--- src/rtl/sd_ddr_arb.sv ---
// sd_ddr_arb: round-robin srdy/drdy arbiter with bounded bursts onto one registered output.
// Build option SD_DDR_ARB_LOCK_EN adds c_lock to hold a grant across multi-word packets.
module sd_ddr_arb #(
  parameter int unsigned width     = 16,
  parameter int unsigned inputs    = 4,
  parameter int unsigned max_burst = 8,
  parameter int unsigned cw        = 2
) (
  input  logic                    clk,
  input  logic                    reset,
  input  logic [inputs-1:0]       c_srdy,
  output logic [inputs-1:0]       c_drdy,
  input  logic [inputs*width-1:0] c_data,
`ifdef SD_DDR_ARB_LOCK_EN
  input  logic [inputs-1:0]       c_lock,
`endif
  output logic                    p_srdy,
  input  logic                    p_drdy,
  output logic [width-1:0]        p_data,
  output logic [cw-1:0]           p_chan
);

  localparam int unsigned     CntW     = $clog2(max_burst) + 1;
  localparam logic [CntW-1:0] LastCnt  = CntW'(max_burst - 1);
  localparam logic [cw-1:0]   LastChan = cw'(inputs - 1);

  typedef enum logic [0:0] {StIdle, StBurst} state_e;

  state_e          state_q, state_d;
  logic [cw-1:0]   grant_q, grant_d;
  logic [cw-1:0]   ptr_q, ptr_d;
  logic [CntW-1:0] count_q, count_d;
  logic            p_srdy_q;
  logic [width-1:0] p_data_q;
  logic [cw-1:0]   p_chan_q;

  logic              space, g_srdy, xfer, lock_g, release_burst;
  logic              found;
  logic [cw-1:0]     winner, arb_base, idx;
  logic [inputs-1:0] arb_req;

  assign space  = !p_srdy_q | p_drdy;
  assign g_srdy = c_srdy[grant_q];
  assign xfer   = (state_q == StBurst) & space & g_srdy;

`ifdef SD_DDR_ARB_LOCK_EN
  assign lock_g = c_lock[grant_q];
`else
  assign lock_g = 1'b0;
`endif

  // A locked grant ignores the burst limit; only srdy dropping or an unlocked word releases it.
  assign release_burst = (xfer & (count_q >= LastCnt) & !lock_g) | !g_srdy;

  // In BURST the search starts after the current grant with its own request masked,
  // which is the same as searching from the pointer value it is about to take.
  always_comb begin
    arb_base = (state_q == StBurst) ? grant_q : ptr_q;
    arb_req  = c_srdy;
    if (state_q == StBurst) arb_req[grant_q] = 1'b0;
    found  = 1'b0;
    winner = '0;
    idx    = '0;
    for (int unsigned i = 1; i <= inputs; i++) begin
      idx = cw'((32'(arb_base) + i) % inputs);
      if (!found && arb_req[idx]) begin
        found  = 1'b1;
        winner = idx;
      end
    end
  end

  always_comb begin
    c_drdy = '0;
    if (state_q == StBurst && space) c_drdy[grant_q] = 1'b1;
  end

  always_comb begin
    state_d = state_q;
    grant_d = grant_q;
    ptr_d   = ptr_q;
    count_d = count_q;
    unique case (state_q)
      StIdle: begin
        if (found) begin
          grant_d = winner;
          count_d = '0;
          state_d = StBurst;
        end
      end
      StBurst: begin
        if (release_burst) begin
          ptr_d = grant_q;
          if (found) begin
            grant_d = winner;
            count_d = '0;
          end else if (g_srdy) begin
            count_d = '0;
          end else begin
            state_d = StIdle;
          end
        end else if (xfer && count_q != LastCnt) begin
          count_d = count_q + CntW'(1);
        end
      end
      default: state_d = StIdle;
    endcase
  end

  always_ff @(posedge clk or posedge reset) begin
    if (reset) begin
      state_q  <= StIdle;
      grant_q  <= '0;
      ptr_q    <= LastChan;
      count_q  <= '0;
      p_srdy_q <= 1'b0;
      p_data_q <= '0;
      p_chan_q <= '0;
    end else begin
      state_q <= state_d;
      grant_q <= grant_d;
      ptr_q   <= ptr_d;
      count_q <= count_d;
      if (xfer) begin
        p_data_q <= c_data[32'(grant_q) * width +: width];
        p_chan_q <= grant_q;
        p_srdy_q <= 1'b1;
      end else if (p_drdy) begin
        p_srdy_q <= 1'b0;
      end
    end
  end

  assign p_srdy = p_srdy_q;
  assign p_data = p_data_q;
  assign p_chan = p_chan_q;

endmodule

--- config.mk ---
export PLATFORM = sky130hd
export DESIGN_NAME = sd_ddr_arb
export DESIGN_NICKNAME = d
export VERILOG_FILES = /design/src/rtl/sd_ddr_arb.sv
export SDC_FILE = /design/constraint.sdc
export NUM_CORES = 1
export LEC_CHECK = 0
export CORE_ASPECT_RATIO = 0.8
export CORE_MARGIN = 2
export CORE_UTILIZATION = 36
export DETAILED_ROUTE_END_ITERATION = 6
export PLACE_DENSITY = 0.76
export SYNTH_ARGS = -nofsm -noshare
export SYNTH_HDL_FRONTEND = slang
export SYNTH_SLANG_ARGS = --single-unit
--- constraint.sdc ---
create_clock -name clk -period 1.8 [get_ports clk]
set_input_delay 0.36 -clock clk [delete_from_list [all_inputs] [get_ports clk]]
set_output_delay 0.36 -clock clk [all_outputs]
set_load 0.01 [all_outputs]
# After elaboration in Yosys (flattened, before gate mapping)
# Cells that the tools add are included.
[op_classes] addsub=5 order_cmp=7 n_eq_ne=5 shifts=1 muxes=39 bitwise=8 n_reduce_logical=14
[ops] op="$shiftx A64 B7 Y16" n=1
[ops] op="$mux W4" n=7
[ops] op="$mux W1" n=16
[ops] op="$lt A2 B3 Y1 const B" n=5
[ops] op="$mux W2" n=7
[ops] op="$bmux W1 S2" n=5
[ops] op="$ne A4 B3 Y1 const B" n=2
[ops] op="$pmux W4 S2" n=1
[ops] op="$logic_and A1 B1 Y1" n=6
[ops] op="$logic_not A1 Y1" n=5
[ops] op="$add A2 B1 Y2 const B" n=2
[ops] op="$add A2 B2 Y2 const B" n=2
[ops] op="$add A4 B1 Y4 const B" n=1
[ops] op="$and A4 B4 Y4" n=1
[ops] op="$ge A4 B3 Y1 const B" n=1
[ops] op="$not A4 Y4" n=1
[ops] op="$pmux W2 S2" n=1
[ops] op="$and A1 B1 Y1" n=3
[ops] op="$ne A3 B1 Y1 const B" n=1
[ops] op="$reduce_and A3 Y1" n=1
[ops] op="$demux W1 S2" n=1
[ops] op="$ge A2 B1 Y1 const B" n=1
[ops] op="$ne A2 B1 Y1 const B" n=1
[ops] op="$ne A2 B2 Y1 const B" n=1
[ops] op="other kinds (5)" n=6
[totals] ff_bits=28 out_inout_bits=23

# Logic depth before layout (Yosys ltp)
[depth] depth_word=22 depth_mapped=8 mapped_depth_nobuf=5

# Least setup slack after synthesis
# No wires, ideal clock.
[synth_timing] path_kind="register -> register" startpoint="register grant_q[0]" endpoint="register count_q[0]" setup_time_ns=0.125 t_arrival_ns=1.708 required_ns=1.675 slack_ns=-0.032 stages_incl_launch_ff=7 n_path_buf=1 path_cell_list="dfrtp_1 -> buf_6 -> mux2i_1 -> o22ai_2 -> nor3_1 -> a21o_1 -> mux2_2"
[synth_via] elab_chain_len=22 elab_cells_between_ends=45
[synth_lines] item="start: declaration" line_no="30" rtl="logic [cw-1:0] grant_q, grant_d;"
[synth_lines] item="start signal: assignment" line_no="121" rtl="grant_q <= grant_d;"
[synth_lines] item="$lt A2 B3 Y1 (implied by the code) or $ge A2 B1 Y1 (tied branches)" line_no="60" rtl="if (state_q == StBurst) arb_req[grant_q] = 1'b0;"
[synth_lines] item="$logic_and A1 B1 Y1 (implied by the code)" line_no="60"
[synth_lines] item="$mux W1 (implied by the code)" line_no="60"
[synth_lines] item="$demux W1 S2" line_no="60"
[synth_lines] item="$not A4 Y4 (no line)"
[synth_lines] item="$and A4 B4 Y4 (no line)"
[synth_lines] item="$mux W4" line_no="60"
[synth_lines] item="$bmux W1 S2" line_no="66" rtl="if (!found && arb_req[idx]) begin"
[synth_lines] item="[6 not listed]"
[synth_lines] item="$logic_and A1 B1 Y1" line_no="66"
[synth_lines] item="$mux W1" line_no="66"
[synth_lines] item="$logic_not A1 Y1" line_no="66"
[synth_lines] item="$logic_and A1 B1 Y1" line_no="66"
[synth_lines] item="$mux W1" line_no="66"
[synth_lines] item="$mux W4" line_no="94" rtl="if (found) begin"
[synth_lines] item="$mux W4" line_no="92" rtl="if (release_burst) begin"
[synth_lines] item="$pmux W4 S2" line_no="83" rtl="unique case (state_q)"
[synth_lines] item="end signal: assignment" line_no="123" rtl="count_q <= count_d;"
[synth_lines] item="end: declaration" line_no="32" rtl="logic [CntW-1:0] count_q, count_d;"
# Several ways; a longest one is shown, not always the timed one. The select of a mux whose other input is x is not followed.
# A chain may end at the register's enable or synchronous reset.

# Final worst setup path
# Same ends and word-level chain as after synthesis.

==> summary.txt <==
Detailed routing
  • DRT antenna net count: 0
  • Vias: 1628
  • Vias per cell: 5.009
  • Iteration count of the initial detailed-routing pass: 4
  • WL per Instance: 15.70 microns
  • Post-route DRC: 0
  • Violation count after the first detailed-routing iteration: 66
  • Total wire length: 5104 microns

Floorplanning
  • Rows: 23
  • Initial core utilization: 37.04%
  • I/O pin cnt: 94
  • Area of the die: 5715 sq um
  • Chip Width: 84.03 microns
  • Die height: 68.02 microns
  • Core Box Area: 4979 sq um

Synth
  • Synth Instances: 144
  • Sequential element share of the synthesized area: 38.13%
  • Post-synth top area share: 35.28%
  • Cell accounting for the most synthesized area: dfrtp_1
  • Mapped cell area: 1844 sq um
  • Warnings, synthesis: 0
  • Syn Area/Cell: 12.81 sq um
  • Syn_nets: 216
  • Largest cells by area after synthesis: dfrtp_1 (35%), mux4_2 (20%), mux2_2 (8.5%)
  • Synthesis-stage register bit count: 28
  • Count of cell types in the netlist: 35

Run status
  • Failing checks: setup timing
  • Status: finished, violations left

Power and ir drop
  • P_leak: 1.359 nW
  • Flop pwr share: 23.9%
  • Final Power: 5.017 mW
  • Peak VDD IR: 0.0007607 V
  • Clock Power Share: 9.7%
  • Power per cell area: 1588 nW/um^2
  • Net Sw Frac: 33.74%
  • Internal Power: 3.324 mW
  • Logic gate share of total power: 66.4%
  • Net load switching power: 1.693 mW

STA
  • Slew margin rel.: 75.97%
  • Min setup slack post-route: -5.636 ps
  • RSZ-0062 raised after global routing: true
  • Worst-Margin Slew: 360.5 ps
  • Fin. Hold Viols: 0
  • Setup violators final: 1
  • Max Clk Rate: 0.5538 GHz
  • Tmin final: 1806 ps
  • Clock skew: 0.8558 ps
  • Final worst path period share: 100.3%
  • Slew Viols, Final: 0

Worst setup path
  • CP Data Required Time: 1960 ps
  • CP max FO: 6
  • R2R depth: 5
  • Worst r2r dst: count_q[0]
  • Crit end category: register
  • Worst path arrival time: 1970 ps
  • Crit start category: register
  • CP Class: reg2reg
  • Internal reg-to-reg setup slack: -6 ps
  • Reg-to-Reg Start: grant_q[0]

Global routing
  • GRT Util Overall: 17.45%
  • Largest net degree at the start of global routing: 29
  • GR Util met1: 23.16%
  • Initial antenna violation count: 0
  • Grt ovf: 0
  • GR Util met3: 4.343%
  • Vias in the first global route: 1595
  • First-pass GRT wire length: 7845 microns
  • Busiest grt layer: met2
  • GR met2 Demand/Resource: 30.06%

Final layout
  • Commonest non-fill, non-tap cells in the layout: clkdlybuf4s50_1 (85), buf_4 (28), dfrtp_1 (25)
  • Antenna cells: 0
  • Layout cells sized above 1: 34.60%
  • Fillers: 404
  • Nets: 336
  • Post-Layout Cell Count: 325
  • Area occupied by multi-input gates: 1104 sq um
  • Most common cell after layout, fill and taps aside: clkdlybuf4s50_1
  • FF/Latch Area: 704.4 sq um
  • Post-route cell area: 3159 sq um
  • Core Util, Final: 63.46%
  • Layout area overhead: 71.30%

Run
  • Max Cap Violations: 0

Placement
  • GPL Wtd Cong: 0.8260
  • Dpl ws: -406.5 ps
  • HPWL after DPL: 4018 microns
  • DP Area: 3003 sq um
  • Cells after DPL: 315
  • IO buf count: 93

CTS
  • Total CTS buffers: 3
  • TritonCTS clock tree: yes
  • Clock-pin slew of the registers on the worst-case setup and hold paths: 90 ps
  • Skew-Pair Late Insertion Delay: 270 ps
  • Max Root-Sink Buffers: 2
  • CTS Sinks: 28
  • H-tree depth reported by CTS: 1
  • CTS Root Cell: clkbuf_8

Hold path
  • Hold Path Class: in2async
==> cell families after synthesis <==
family	count (synthesis)	synth area share, %
mux	44	38.13
flops	28	38.13
buf+inv	15	4.613
compound gates	28	10.58
fa+ha+maj	1	0.6783
simple gates	28	7.870
==> per-layer routing <==
metal | vias to the layer above | share of wire [%]
met2 | 63 | 50
met1 | 771 | 43
met4 | 0 | 0.35
li1 | 792 | -
met5 | - | 0
met3 | 2 | 6.5
==> registers in the layout (all words and copies together) (netlist names) <==
signal   cells
p_srdy       1
grant_q      2
p_data      16
state_q      1
p_chan       2
ptr_q        2
count_q      4
==> power by group through the flow <==
| stage | clock network [mW] | logic, mW | registers (mW) |
|---|---|---|---|
| after floorplan | 0 | 1.89 | 1.21 |
| after detailed placement | 0 | 3.14 | 1.21 |
| final | 0.487 | 3.33 | 1.20 |
| after CTS | 0.511 | 3.27 | 1.21 |
| after global placement | 0 | 3.08 | 1.20 |
| after global routing | 0.532 | 3.57 | 1.24 |
==> critical path: stages, from the launching register on <==
cell and delay, ps:
dfrtp_2 480, mux2_4 310, o22a_1 210, nor3_2 230
a21o_1 160, mux2_4 300
==> timing repair <==
item / CTS / global route
resized for setup: 24 / 13
hold endpoints to repair: 0 / 0
setup buffers: 4 / 3
hold buffers: 0 / 0
pin swaps: 2 / 0
endpoints found under the setup margin: 26 / 25
==> cells in the mapped netlist <==
| cell type | number |
|---|---|
| o311ai_0 | 1 |
| mux4_2 | 16 |
| nand2b_1 | 3 |
| nor3b_1 | 1 |
| clkbuf_1 | 4 |
| buf_4 | 1 |
| a21oi_1 | 3 |
| nor3_1 | 5 |
| dfrtp_1 | 26 |
| or2_1 | 1 |
| nor2_1 | 6 |
| and3_1 | 2 |
| o22ai_2 | 1 |
| a21o_1 | 3 |
| ha_1 | 1 |
| o211ai_1 | 2 |
| o21ai_0 | 9 |
| and4_1 | 1 |
| nand4_1 | 1 |
| o32a_1 | 1 |
| buf_6 | 3 |
| inv_1 | 5 |
| dfstp_2 | 2 |
| nor2b_1 | 1 |
| a22o_1 | 1 |
| and2_1 | 2 |
| o21a_1 | 1 |
| mux2i_1 | 5 |
| o22a_1 | 2 |
| o22ai_1 | 2 |
| mux2_4 | 9 |
| a32o_1 | 2 |
| mux2_2 | 14 |
| nand2_1 | 5 |
| buf_2 | 2 |
==> through the flow <==
| stage | hold WS [ps] | setup TNS (ps) |
|---|---|---|
| global route | 518.7 | -121.2 |
| floorplan | 423.9 | -102.7 |
| CTS | 462.4 | -27.11 |
| global placement | 464.8 | -8600 |
| detailed placement | 470.0 | -9344 |
| finish | 457.5 | -5.636 |
==> area by class of cell <==
| type | count | area share [%] |
|---|---|---|
| Clock inverter | 1 | 0.9505 |
| Clock buffer | 3 | 1.307 |
| Sequential cell | 28 | 22.30 |
| Multi-Input combinational cell | 101 | 34.93 |
| Timing Repair Buffer | 125 | 37.47 |
| Inverter | 5 | 0.5941 |
| Tap cell | 62 | 2.455 |
==> worst max path at each step <==
stage / start / to / slack (ps)
after CTS: grant_q[0] / count_q[1] / -20
after detailed placement: p_drdy / c_drdy[3] / -410
after global routing: grant_q[0] / count_q[0] / -90
final: grant_q[0] / count_q[0] / -6
after global placement: p_drdy / c_drdy[3] / -390
after floorplan: grant_q[0] / p_data[0] / -10
Power figures use the tool's default switching activity.
